### src/rtl/minsoc_wb_pkg.sv
// Shared Wishbone definitions for the boot copier: copy FSM states, select mask
// and address stride.
package minsoc_wb_pkg;

    typedef enum logic [2:0] {
        ST_IDLE,
        ST_RD,
        ST_GAP_R,
        ST_WR,
        ST_GAP_W,
        ST_DONE
    } copier_state_t;

    localparam logic [3:0]  WB_SEL_ALL = 4'hF;
    localparam logic [31:0] WB_ADR_INC = 32'd4;

    function automatic logic [31:0] word_align(input logic [31:0] adr);
        return adr & ~32'h3;
    endfunction

endpackage

### src/rtl/minsoc_wb_xfer.sv
// One Wishbone classic transfer: holds stb/cyc until ack, err or timeout.
// The completion strobes are combinational so the owner FSM can advance on the same edge.
module minsoc_wb_xfer
    import minsoc_wb_pkg::*;
#(
    parameter int TIMEOUT = 255
) (
    input  logic        wb_clk,
    input  logic        wb_rst,
    input  logic        launch,
    input  logic        launch_we,
    input  logic [31:0] launch_adr,
    input  logic [31:0] launch_dat,
    output logic        xfer_ok,
    output logic        xfer_fail,
    output logic [31:0] rd_data,
    output logic [31:0] wb_adr_o,
    output logic [31:0] wb_dat_o,
    input  logic [31:0] wb_dat_i,
    output logic        wb_we_o,
    output logic [3:0]  wb_sel_o,
    output logic        wb_stb_o,
    output logic        wb_cyc_o,
    input  logic        wb_ack_i,
    input  logic        wb_err_i
);

    localparam int CNT_W = (TIMEOUT < 2) ? 1 : $clog2(TIMEOUT);

    logic             stb_reg;
    logic             we_reg;
    logic [31:0]      adr_reg;
    logic [31:0]      dat_reg;
    logic [31:0]      rd_data_reg;
    logic [CNT_W-1:0] cnt_reg;
    logic             tmo;

    // ack/err only count while strobing; err wins over ack, ack on the last
    // allowed cycle still counts as success.
    always_comb begin
        tmo       = (cnt_reg == CNT_W'(TIMEOUT - 1));
        xfer_ok   = stb_reg & wb_ack_i & ~wb_err_i;
        xfer_fail = stb_reg & (wb_err_i | (tmo & ~wb_ack_i));
    end

    always_ff @(posedge wb_clk) begin
        if (wb_rst) begin
            stb_reg     <= 1'b0;
            we_reg      <= 1'b0;
            adr_reg     <= '0;
            dat_reg     <= '0;
            rd_data_reg <= '0;
            cnt_reg     <= '0;
        end else if (launch) begin
            stb_reg <= 1'b1;
            we_reg  <= launch_we;
            adr_reg <= launch_adr;
            dat_reg <= launch_dat;
            cnt_reg <= '0;
        end else if (stb_reg) begin
            if (xfer_ok || xfer_fail) begin
                stb_reg <= 1'b0;
                we_reg  <= 1'b0;
            end else begin
                cnt_reg <= cnt_reg + CNT_W'(1);
            end
            if (xfer_ok && !we_reg) begin
                rd_data_reg <= wb_dat_i;
            end
        end
    end

    assign rd_data  = rd_data_reg;
    assign wb_adr_o = adr_reg;
    assign wb_dat_o = dat_reg;
    assign wb_we_o  = we_reg;
    assign wb_sel_o = WB_SEL_ALL;
    assign wb_stb_o = stb_reg;
    assign wb_cyc_o = stb_reg;

endmodule

### src/rtl/wb_boot_copier.sv
// Boot-time block copier: reads len_words words from src_adr and writes them to
// dst_adr over a Wishbone classic initiator, one word at a time.
module wb_boot_copier
    import minsoc_wb_pkg::*;
#(
    parameter int TIMEOUT = 255,
    parameter int LEN_W   = 16
) (
    input  logic             wb_clk,
    input  logic             wb_rst,
    input  logic             start,
    input  logic [31:0]      src_adr,
    input  logic [31:0]      dst_adr,
    input  logic [LEN_W-1:0] len_words,
    output logic             busy,
    output logic             done,
    output logic             err,
    output logic [LEN_W-1:0] words_done,
    output logic [31:0]      wb_adr_o,
    output logic [31:0]      wb_dat_o,
    input  logic [31:0]      wb_dat_i,
    output logic             wb_we_o,
    output logic [3:0]       wb_sel_o,
    output logic             wb_stb_o,
    output logic             wb_cyc_o,
    input  logic             wb_ack_i,
    input  logic             wb_err_i
);

    copier_state_t    state_reg, state_next;
    logic [31:0]      src_reg, src_next;
    logic [31:0]      dst_reg, dst_next;
    logic [LEN_W-1:0] remain_reg, remain_next;
    logic [LEN_W-1:0] words_done_reg, words_done_next;
    logic             err_reg, err_next;
    logic             busy_reg, done_reg;

    logic             launch, launch_we;
    logic [31:0]      launch_adr, launch_dat;
    logic             xfer_ok, xfer_fail;
    logic [31:0]      rd_data;

    minsoc_wb_xfer #(.TIMEOUT(TIMEOUT)) u_xfer (
        .wb_clk     (wb_clk),
        .wb_rst     (wb_rst),
        .launch     (launch),
        .launch_we  (launch_we),
        .launch_adr (launch_adr),
        .launch_dat (launch_dat),
        .xfer_ok    (xfer_ok),
        .xfer_fail  (xfer_fail),
        .rd_data    (rd_data),
        .wb_adr_o   (wb_adr_o),
        .wb_dat_o   (wb_dat_o),
        .wb_dat_i   (wb_dat_i),
        .wb_we_o    (wb_we_o),
        .wb_sel_o   (wb_sel_o),
        .wb_stb_o   (wb_stb_o),
        .wb_cyc_o   (wb_cyc_o),
        .wb_ack_i   (wb_ack_i),
        .wb_err_i   (wb_err_i)
    );

    // Transfers are launched on the same edge the FSM enters RD/WR so that stb
    // is valid in the first cycle of those states.
    always_comb begin
        state_next      = state_reg;
        src_next        = src_reg;
        dst_next        = dst_reg;
        remain_next     = remain_reg;
        words_done_next = words_done_reg;
        err_next        = err_reg;
        launch          = 1'b0;
        launch_we       = 1'b0;
        launch_adr      = src_reg;
        launch_dat      = rd_data;
        case (state_reg)
            ST_IDLE: begin
                if (start) begin
                    src_next        = word_align(src_adr);
                    dst_next        = word_align(dst_adr);
                    remain_next     = len_words;
                    words_done_next = '0;
                    err_next        = 1'b0;
                    if (len_words == '0) begin
                        state_next = ST_DONE;
                    end else begin
                        state_next = ST_RD;
                        launch     = 1'b1;
                        launch_adr = src_next;
                    end
                end
            end
            ST_RD: begin
                if (xfer_fail) begin
                    err_next   = 1'b1;
                    state_next = ST_DONE;
                end else if (xfer_ok) begin
                    state_next = ST_GAP_R;
                end
            end
            ST_GAP_R: begin
                state_next = ST_WR;
                launch     = 1'b1;
                launch_we  = 1'b1;
                launch_adr = dst_reg;
            end
            ST_WR: begin
                if (xfer_fail) begin
                    err_next   = 1'b1;
                    state_next = ST_DONE;
                end else if (xfer_ok) begin
                    words_done_next = words_done_reg + LEN_W'(1);
                    remain_next     = remain_reg - LEN_W'(1);
                    state_next      = ST_GAP_W;
                end
            end
            ST_GAP_W: begin
                src_next = src_reg + WB_ADR_INC;
                dst_next = dst_reg + WB_ADR_INC;
                if (remain_reg == '0) begin
                    state_next = ST_DONE;
                end else begin
                    state_next = ST_RD;
                    launch     = 1'b1;
                    launch_adr = src_next;
                end
            end
            ST_DONE: state_next = ST_IDLE;
            default: state_next = ST_IDLE;
        endcase
    end

    always_ff @(posedge wb_clk) begin
        if (wb_rst) begin
            state_reg      <= ST_IDLE;
            src_reg        <= '0;
            dst_reg        <= '0;
            remain_reg     <= '0;
            words_done_reg <= '0;
            err_reg        <= 1'b0;
            busy_reg       <= 1'b0;
            done_reg       <= 1'b0;
        end else begin
            state_reg      <= state_next;
            src_reg        <= src_next;
            dst_reg        <= dst_next;
            remain_reg     <= remain_next;
            words_done_reg <= words_done_next;
            err_reg        <= err_next;
            busy_reg       <= (state_next == ST_RD) || (state_next == ST_GAP_R) ||
                              (state_next == ST_WR) || (state_next == ST_GAP_W);
            done_reg       <= (state_next == ST_DONE);
        end
    end

    assign busy       = busy_reg;
    assign done       = done_reg;
    assign err        = err_reg;
    assign words_done = words_done_reg;

endmodule

### config.mk
export PLATFORM = sky130hd
export DESIGN_NAME = wb_boot_copier
export DESIGN_NICKNAME = d
export VERILOG_FILES = /design/src/rtl/minsoc_wb_pkg.sv /design/src/rtl/minsoc_wb_xfer.sv /design/src/rtl/wb_boot_copier.sv
export SDC_FILE = /design/constraint.sdc
export NUM_CORES = 1
export LEC_CHECK = 0
export ABC_CLOCK_PERIOD_IN_PS = 2750
export BUFFER_PORTS_ARGS = -buffer_cell sky130_fd_sc_hd__buf_2
export CAP_MARGIN = 10
export CORE_AREA = 5 5 125 174
export CTS_CLUSTER_DIAMETER = 200
export DETAILED_ROUTE_END_ITERATION = 10
export DIE_AREA = 0 0 130 179
export PLACE_DENSITY = 0.76
export SLEW_MARGIN = 20
export SYNTH_ARGS = -nofsm -noshare
export SYNTH_HDL_FRONTEND = slang
export SYNTH_SLANG_ARGS = --single-unit
### constraint.sdc
create_clock -name wb_clk -period 2.75 [get_ports wb_clk]
set_input_delay 0.55 -clock wb_clk [delete_from_list [all_inputs] [get_ports wb_clk]]
set_output_delay 0.55 -clock wb_clk [all_outputs]
set_load 0.01 [all_outputs]
==> results.json, run 1 <==
{
  "yosys.area_share.simple": 0.2419,
  "startpoint_type": "register",
  "synth-edff-count": 0,
  "fmax_mhz": 387.0,
  "numPortBuffers": 198,
  "antenna_found_initial": 3,
  "drv_cap": 0,
  "crit_fanout": 6,
  "hold_buffers": 0,
  "drt_drc_violations_left": 0,
  "cts_root_buffer": "clkbuf_16",
  "worstPathArrival_ns": 2.95,
  "drive_above_1_share": 0.2237,
  "hold_viol": 0,
  "worst-setup-path-type": "reg2reg",
  "critical_path.max_stage_delay_ns": 0.65,
  "synth_cell_types": 66,
  "ys_top_cells_by_count": "dfxtp_1 (203), nand2_1 (166), nor2_1 (144)",
  "ys_ff_latch": 203,
  "grt_max_degree": 128,
  "insertion_delay_ns": 0.50,
  "synth_top_area_share": 0.4151,
  "yosysMostFrequentCell": "dfxtp_1",
  "worst_slew_pin_slew_ns": 0.6089,
  "postCtsSetupRepairBufs": 0,
  "slew_violations": 0,
  "p_int_w": 0.005019,
  "synth.cell_area_um2": 9791,
  "synth_top_family_by_area": "simple AND/OR/NAND/NOR gates",
  "fin_crit_sh": 0.9395,
  "routed-via-count": 10010,
  "fin_area_um2": 11940,
  "clk_pin_slew_ns": 0.06,
  "synthArstFlopShare": 0,
  "cts_buffers": 21,
  "fin_util": 0.6016,
  "finalSetupViolations": 0,
  "syn_inst": 1218,
  "wl_per_cell_um": 18.40,
  "cts_buffer_depth": 3,
  "netlist_top_cells_area": "dfxtp_1 (42%), a21oi_1 (6.6%), nand2_1 (6.4%)",
  "critPathCaptureType": "register",
  "grt_pass1_wl_um": 47910,
  "finalNonFillerCells": 1681,
  "ys.flop_type": "dfxtp_1",
  "postRouteAntennaNets": 0,
  "area_growth_pct": 21.94,
  "rsz0062_at_grt": "no",
  "switching_share": 0.2721,
  "synth_largest_area_cell": "dfxtp_1",
  "postSynthAreaPerCell_um2": 8.038,
  "hold_ws_ns": 0.2861,
  "grt-ovfl-total": 0,
  "p_leak_nw": 4.922,
  "synth.area.mux_share": 0.03489,
  "drtPass1Iterations": 5,
  "yosys_warnings": 0,
  "nFillCells": 1795,
  "place.gp.congestion": 0.9680,
  "via_per_inst": 5.954,
  "p_seq_frac": 0.468,
  "core_region_area_um2": 19840,
  "die_x_um": 130,
  "clockPowerShare": 0.396,
  "initial_core_util": 0.4934,
  "rows": 61,
  "dp.final_hpwl_um": 22020,
  "synth_compound_area_frac": 0.2061,
  "ios": 207,
  "ys_seq_area_frac": 0.4151,
  "p_total_w": 0.006895,
  "crit_chain": "inv_1 -> ha_1 -> or4b_2 -> nor4_1 -> nor2_1 -> a222oi_1 -> buf_4 -> a211oi_2",
  "cp_data_required_time_ns": 3.11,
  "tritoncts": "yes",
  "clock-sinks": 203,
  "die_area_um2": 23270,
  "placed_cell_area_um2": 11290,
  "clock_skew_ns": 0.009547,
  "status": "finished clean",
  "finalNetCount": 1537,
  "synth_xor_area_frac": 0.04473,
  "place_inst": 1642,
  "grt_use_total": 0.2542,
  "powerDensity_nw_per_um2": 577.6,
  "cts_htree_levels": 1,
  "drtIter0Drc": 971,
  "crit_slowest_cell": "or4b_2",
  "grt_pass1_vias": 9639,
  "finalWorstPathRequiredPeriod_ns": 2.584,
  "max_slew_margin": 0.5926,
  "p_sw_w": 0.001877,
  "combPwrFrac": 0.136,
  "peakVddDrop_v": 0.0003611,
  "synthAdderAreaFrac": 0.008946,
  "die_y_um": 179,
  "min-delay-path-class": "in2reg",
  "drt_wl_total_um": 30930
}
==> stage by stage <==
stage	setup WS, ns	TNS, ns
3_3_place_gp	-0.06230	-0.1259
2_1_floorplan	0.1213	0
6_report	0.1663	0
3_5_place_dp	-0.1181	-2.078
4_1_cts	0.1640	0
5_1_grt	0.01484	0
==> cell families (layout without fill, tap and decap cells) <==
family / after synthesis / in the layout
multiplexers: 34 / 34
adder cells (fa/ha/maj): 7 / 7
XOR/XNOR: 50 / 50
flip-flops: 203 / 203
AND/OR/NAND/NOR: 508 / 508
buffers and inverters: 106 / 311
other: 1 / 7
AO/OA/AOI/OAI: 309 / 309
==> what timing repair did <==
item / 4_1_cts / 5_1_grt
setup endpoints to repair: 0 / 1
hold endpoints to repair: 0 / 0
resized for setup: 0 / 2
==> worst max-delay path, delay by kind of cell, from the launching register on <==
family / cells / cell delay, ns
AO/OA/AOI/OAI: 2 / 0.42
flip-flops: 1 / 0.34
AND/OR/NAND/NOR: 3 / 1.26
adder cells (fa/ha/maj): 1 / 0.15
buffers and inverters: 2 / 0.30
==> placed cells by master, fill, tap and decap left out, types with 6 or more instances in the layout <==
cell	instances
nor2_1	144
xor2_1	26
a22oi_1	19
a311oi_1	6
buf_2	197
or3_1	12
clkbuf_16	21
nor3_1	39
buf_12	7
mux2i_1	33
a21oi_1	130
o21ai_0	37
nor4_1	14
ha_1	6
a22o_1	12
and3_1	14
a31oi_1	21
buf_4	60
nand4_1	15
inv_1	11
nand3_1	57
clkinv_2	6
o211ai_1	9
a32oi_1	16
o221ai_1	6
xnor2_1	24
or4_1	8
nand2_1	165
and4_1	9
a211oi_1	16
dfxtp_1	202
==> routing by layer <==
layer,track usage,part of all wire,up-vias
met5,0,0,-
met4,0.1525,0.053,0
met3,0.03487,0.066,108
met2,0.4460,0.50,423
met1,0.2899,0.38,4698
li1,-,-,4780
==> power by group through the flow <==
stage               clock network, W  logic (W)  registers (W)
floorplan                          0   0.000549        0.00326
global placement                   0   0.000917        0.00328
detailed placement                 0   0.000931        0.00328
CTS                          0.00278   0.000936        0.00322
global route                 0.00291    0.00102        0.00324
finish                       0.00273   0.000940        0.00322
==> area by class of cell <==
cell class | count | area [µm²] | share of cell area
diodes | 3 | 7.507 | 0.0006288
clock buffers | 28 | 571.8 | 0.04789
clock inverters | 8 | 68.82 | 0.005764
inverters | 11 | 41.29 | 0.003458
multi-input cells | 912 | 5293 | 0.4433
flip-flops and latches | 203 | 4065 | 0.3405
well taps | 252 | 315.3 | 0.02641
repair buffers | 264 | 1577 | 0.1320
==> final timing paths <==
path,from,endpoint,slack (ns),cells after the start
worst max-delay path,remain_reg[0],u_xfer.wb_adr_o[19],0.17,8
worst min-delay path,wb_dat_i[16],u_xfer.rd_data[16],0.29,3
worst max register to register,remain_reg[0],u_xfer.wb_adr_o[19],0.17,8
worst min register to register,u_xfer.wb_dat_o[7],u_xfer.wb_dat_o[7],0.45,2
Note: power is estimated with default switching activity, not from simulation.
==> run 2, diff against run 1 <==
--- a/config.mk
+++ b/config.mk
@@ -8,10 +8,10 @@
 export ABC_CLOCK_PERIOD_IN_PS = 2750
 export BUFFER_PORTS_ARGS = -buffer_cell sky130_fd_sc_hd__buf_2
 export CAP_MARGIN = 10
-export CORE_AREA = 5 5 125 174
+export CORE_AREA = 2 2 122 171
 export CTS_CLUSTER_DIAMETER = 200
 export DETAILED_ROUTE_END_ITERATION = 10
-export DIE_AREA = 0 0 130 179
+export DIE_AREA = 0 0 124 173
 export PLACE_DENSITY = 0.76
 export SLEW_MARGIN = 20
 export SYNTH_ARGS = -nofsm -noshare
==> run 2 against run 1 <==
  * Sequential cell count stayed put
  * Utilization is 0.28 points higher
  * Combinational power is 0.7% higher
  * Critical path depth is 1 lower
  * Sequential share of layout area is 0.17 points lower
  * Total power is 2.0% higher
  * Clock skew is 0.0047 ns higher
  * Count of clock-buffer cells in the layout is 1 higher
  * Largest power group unchanged
==> results.json, run 2 (synthesis gave the netlist of run 1 again) <==
{
  "multi_input_comb_area_um2": 5296,
  "finalNetCount": 1539,
  "max_slew_margin": 0.5041,
  "place.gp.congestion": 0.9226,
  "clockPowerShare": 0.407,
  "insertion_delay_ns": 0.50,
  "drt_wl_total_um": 29790,
  "crit_start": "src_reg[3]",
  "drtIter0Drc": 881,
  "groute.layer.met2.usage": 0.4581,
  "core_region_area_um2": 19840,
  "critical_path.max_stage_delay_ns": 0.62,
  "grt-ovfl-total": 0,
  "die_y_um": 173,
  "cts_root_buffer": "clkbuf_16",
  "worst_slew_pin_slew_ns": 0.7438,
  "worstPathArrival_ns": 2.95,
  "regArea_um2": 4064,
  "die_area_um2": 21450,
  "critPathCaptureType": "register",
  "status": "finished clean",
  "clock-sinks": 203,
  "initial_core_util": 0.4934,
  "via_per_inst": 5.923,
  "timing.rr.start": "src_reg[3]",
  "peakVddDrop_v": 0.0003672,
  "ios": 207,
  "use_met1": 0.3269,
  "nFillCells": 1855,
  "critPathBufInv": 0,
  "p_total_w": 0.007034,
  "hold_viol": 0,
  "crit_chain": "ha_1 -> and3_1 -> nand2_1 -> or4_1 -> xnor2_1 -> a222oi_1 -> a211oi_2",
  "area_growth_pct": 22.52,
  "crit_slowest_cell": "or4_1",
  "postCtsSetupRepairBufs": 0,
  "numPortBuffers": 198,
  "hold_ws_ns": 0.2778,
  "drv_cap": 0,
  "wl_per_cell_um": 17.73,
  "hold_buffers": 0,
  "startpoint_type": "register",
  "finalSetupViolations": 0,
  "dp.final_hpwl_um": 21100,
  "min-delay-path-class": "in2reg",
  "worst-setup-path-type": "reg2reg",
  "rows": 61,
  "finalWorstPathRequiredPeriod_ns": 2.590,
  "met3_usage": 0.03859,
  "die_x_um": 124,
  "p_sw_w": 0.001868,
  "grt_use_total": 0.2667,
  "cp_data_required_time_ns": 3.11,
  "p_leak_nw": 4.942,
  "postRouteAntennaNets": 0,
  "cts_buffer_depth": 3,
  "cts_htree_levels": 1,
  "finalNonFillerCells": 1680,
  "clk_pin_slew_ns": 0.06,
  "critical-path-top-delay-family": "simple AND/OR/NAND/NOR gates",
  "crit_fanout": 5,
  "combPwrFrac": 0.135,
  "cts_resized": 0,
  "p_seq_frac": 0.458,
  "drt_drc_violations_left": 0,
  "grt_pass1_wl_um": 46500,
  "place_inst": 1644,
  "final_cell_mix": "dfxtp_1 (203), buf_2 (197), nand2_1 (165)",
  "p_int_w": 0.005166,
  "powerDensity_nw_per_um2": 586.4,
  "placed_cell_area_um2": 11300,
  "switching_share": 0.2656,
  "layout_commonest_cell": "dfxtp_1",
  "slew_violations": 0,
  "fin_crit_sh": 0.9420,
  "clock_skew_ns": 0.01425,
  "fmax_mhz": 386.0,
  "drtPass1Iterations": 6,
  "hold_path.startpoint": "wb_dat_i[17]",
  "rsz0062_at_grt": "no",
  "tritoncts": "yes",
  "antenna_found_initial": 0,
  "grt_pass1_vias": 9276,
  "fin_util": 0.6045,
  "gr-max-usage-layer": "met2",
  "routed-via-count": 9951,
  "cts_buffers": 21,
  "drive_above_1_share": 0.2242,
  "grt_max_degree": 74,
  "fin_area_um2": 12000
}
run 2: cell types whose count changed in the layout (fill, tap and decap cells not counted), sizes merged:
cell      before  now
buf          264  266
bufinv         1    2
clkbuf        28   29
clkinv         6    1
clkinvlp       0    2
diode          3    1
run 2: power by group through the flow:
stage | Combinational, W | Sequential [W] | Clock (W)
3_5_place_dp | 0.000930 | 0.00328 | 0
3_3_place_gp | 0.000918 | 0.00328 | 0
2_1_floorplan | 0.000549 | 0.00326 | 0
6_report | 0.000947 | 0.00322 | 0.00287
5_1_grt | 0.00103 | 0.00324 | 0.00304
4_1_cts | 0.000936 | 0.00322 | 0.00291
run 2: cell type report:
type	count	area share
flip-flops and latches	203	0.3388
clock inverters	6	0.007406
inverters	11	0.003442
diodes	1	0.0002086
multi-input cells	912	0.4415
clock buffers	29	0.04965
well taps	252	0.02629
repair buffers	266	0.1327
run 2: worst register-to-register path, cell delays in order, from the launching register on:
cell and delay (ns):
dfxtp_1 0.41, ha_1 0.28, and3_1 0.29, nand2_1 0.18, or4_1 0.62, xnor2_1 0.16
a222oi_1 0.40, a211oi_2 0.12
run 2: worst paths after layout:
| check | end | slack, ns | cells after the start |
|---|---|---|---|
| min | u_xfer.rd_data[17] | 0.28 | 3 |
| max | u_xfer.wb_adr_o[30] | 0.16 | 7 |
| min reg2reg | u_xfer.wb_dat_o[7] | 0.45 | 2 |
| max reg2reg | u_xfer.wb_adr_o[30] | 0.16 | 7 |
run 2: routing by layer:
| metal | part of all wire | up-vias | routed length, µm |
|---|---|---|---|
| li1 | - | 4769 | - |
| met1 | 0.39 | 4706 | 11710 |
| met2 | 0.49 | 414 | 14740 |
| met3 | 0.072 | 62 | 2138 |
| met4 | 0.040 | 0 | 1199 |
| met5 | 0 | - | 0 |
run 2: metrics by stage:
step	TNS, ns	worst slack, ns
2_1_floorplan	0	0.1213
3_3_place_gp	-0.1969	-0.04084
3_5_place_dp	-0.5772	-0.08795
4_1_cts	0	0.1793
5_1_grt	0	0.04786
6_report	0	0.1595
==> run 3, diff against run 2 <==
--- a/config.mk
+++ b/config.mk
@@ -5,14 +5,14 @@
 export SDC_FILE = /design/constraint.sdc
 export NUM_CORES = 1
 export LEC_CHECK = 0
-export ABC_CLOCK_PERIOD_IN_PS = 2750
+export ABC_CLOCK_PERIOD_IN_PS = 2400
 export BUFFER_PORTS_ARGS = -buffer_cell sky130_fd_sc_hd__buf_2
 export CAP_MARGIN = 10
-export CORE_AREA = 2 2 122 171
+export CORE_AREA = 2 2 116 163
 export CTS_CLUSTER_DIAMETER = 200
 export DETAILED_ROUTE_END_ITERATION = 10
-export DIE_AREA = 0 0 124 173
-export PLACE_DENSITY = 0.76
+export DIE_AREA = 0 0 118 165
+export PLACE_DENSITY = 0.79
 export SLEW_MARGIN = 20
 export SYNTH_ARGS = -nofsm -noshare
 export SYNTH_HDL_FRONTEND = slang
==> constraint.sdc (replaced) <==
create_clock -name wb_clk -period 2.4 [get_ports wb_clk]
set_input_delay 0.48 -clock wb_clk [delete_from_list [all_inputs] [get_ports wb_clk]]
set_output_delay 0.48 -clock wb_clk [all_outputs]
set_load 0.01 [all_outputs]
==> run 3 against run 2 <==
  * Count of clock-buffer cells in the layout shrank 2
  * First-iteration DRC count fell by 14%
  * Global-route usage up 3.2 points
  * Critical path type unchanged
==> results.json, run 3 (synthesis gave the netlist of run 1 again) <==
{
  "worst_slew_pin_slew_ns": 0.6967,
  "use_met1": 0.3549,
  "dp.final_hpwl_um": 21250,
  "routed-via-count": 10150,
  "max_slew_margin": 0.5312,
  "crit_path_end": "u_xfer.wb_dat_o[13]",
  "worstPathArrival_ns": 2.77,
  "clk_pin_slew_ns": 0.07,
  "met3_usage": 0.04420,
  "die_y_um": 165,
  "drv_cap": 0,
  "layout_commonest_cell": "dfxtp_1",
  "cts_htree_levels": 1,
  "rsz0062_at_grt": "yes",
  "fin_crit_sh": 0.9773,
  "rows": 58,
  "worst-setup-path-type": "reg2reg",
  "grt_use_total": 0.2988,
  "reg2reg_slack_ns": 0.05,
  "grt-ovfl-total": 0,
  "antenna_found_initial": 1,
  "hold_ws_ns": 0.2200,
  "r2r_cells": 7,
  "hold_viol": 0,
  "tritoncts": "yes",
  "finalNetCount": 1573,
  "fin_util": 0.6858,
  "critPathBufInv": 2,
  "peakVddDrop_v": 0.0004898,
  "final.setup.tns_ns": 0,
  "fmax_mhz": 426.3,
  "ios": 207,
  "clock-sinks": 203,
  "postRouteAntennaNets": 0,
  "gr-max-usage-layer": "met2",
  "area_growth_pct": 25.56,
  "crit_slowest_cell": "or4_4",
  "r2r_end": "u_xfer.wb_dat_o[13]",
  "drt_wl_total_um": 29890,
  "finalSetupViolations": 0,
  "crit_start": "remain_reg[7]",
  "clock_skew_ns": 0.008091,
  "cts_buffer_depth": 3,
  "insertion_delay_ns": 0.49,
  "startpoint_type": "register",
  "finalWorstPathRequiredPeriod_ns": 2.346,
  "die_area_um2": 19470,
  "cts_buffers": 20,
  "crit_chain": "or4_4 -> o41ai_4 -> o211a_1 -> buf_4 -> buf_12 -> nand2_1 -> a21oi_1",
  "grt_pass1_wl_um": 47720,
  "cts_root_buffer": "clkbuf_16",
  "drive_above_1_share": 0.2490,
  "core_region_area_um2": 17920,
  "critical-path-top-delay-family": "compound AO/OA/AOI/OAI gates",
  "nFillCells": 1531,
  "die_x_um": 118,
  "numPortBuffers": 198,
  "critPathCaptureType": "register",
  "cp_data_required_time_ns": 2.82,
  "timing.rr.start": "remain_reg[7]",
  "drtPass1Iterations": 5,
  "initial_core_util": 0.5462,
  "regArea_um2": 4065,
  "powerDensity_nw_per_um2": 660.8,
  "crit_cells": 7,
  "multi_input_comb_area_um2": 5324,
  "drtIter0Drc": 757,
  "wl_per_cell_um": 17.55,
  "grt_max_degree": 80,
  "p_leak_nw": 5.157,
  "status": "finished clean",
  "final_cell_mix": "dfxtp_1 (202), buf_2 (197), nand2_1 (165)",
  "critical_path.max_stage_delay_ns": 0.60,
  "crit_fanout": 24,
  "slew_violations": 0,
  "groute.layer.met2.usage": 0.5085,
  "drt_drc_violations_left": 0,
  "min-delay-path-class": "in2reg",
  "grt_pass1_vias": 9628,
  "place.gp.congestion": 0.9843,
  "via_per_inst": 5.957
}
-- run 3: cell types whose count changed in the layout (fill, tap and decap cells not counted), moves of 3 or more --
cell and delta:
clkinv_4 +3, or4_4 +3, or4_1 -3, buf_4 +33
-- run 3: cell type report --
class	count	area share
Multi-Input combinational cell	912	0.4331
Clock buffer	27	0.04784
Tap cell	240	0.02443
Timing Repair Buffer	301	0.1522
Antenna cell	1	0.0002036
Sequential cell	203	0.3307
Clock inverter	8	0.008244
Inverter	11	0.003359
-- run 3: timing repair --
action	CTS	global route
gates resized for setup	3	0
endpoints found under the setup margin	31	38
setup buffers	3	1
hold buffers	0	0
pin swaps	1	1
-- run 3: worst min-delay path by stage --
stage / start / endpoint / slack (ns) / cells past startpoint
6_report: wb_dat_i[15] / u_xfer.rd_data[15] / 0.22 / 3
5_1_grt: wb_dat_i[22] / u_xfer.rd_data[22] / 0.22 / 3
4_1_cts: wb_dat_i[15] / u_xfer.rd_data[15] / 0.21 / 3
3_5_place_dp: u_xfer.wb_dat_o[14] / u_xfer.wb_dat_o[14] / 0.44 / 2
3_3_place_gp: u_xfer.wb_dat_o[26] / u_xfer.wb_dat_o[26] / 0.44 / 2
2_1_floorplan: u_xfer.rd_data[0] / u_xfer.wb_dat_o[0] / 0.44 / 2
-- run 3: layer usage --
layer / vias to the layer above / part of all wire
met1: 4746 / 0.39
li1: 4838 / -
met5: - / 0
met4: 0 / 0.065
met2: 457 / 0.47
met3: 104 / 0.075
-- run 3: tightest hold or removal path: cells and delay by family --
family	cells	cell delay, ns
buffers and inverters	1	0.08
muxes	1	0.05
and+or+nand+nor	1	0.07
-- run 3: stage by stage --
step | instance area [µm²] | total power, W | std cells | setup slack, ns
after detailed placement | 11560 | 0.004882 | 1663 | -0.3211
after CTS | 12280 | 0.008144 | 1701 | 0.04329
after global routing | 12290 | 0.008401 | 1702 | -0.03137
final | 12290 | 0.008123 | 1703 | 0.05441
after floorplan | 9871 | 0.004384 | 1221 | -0.03783
after global placement | 11560 | 0.004859 | 1663 | -0.2936
-- run 3: power breakdown --
part,switching (W),internal [W],total [W]
combinational,0.000663,0.000492,0.00116
sequential,0.000160,0.00353,0.00369
clock,0.00134,0.00194,0.00328
total,0.00216,0.00596,0.00812
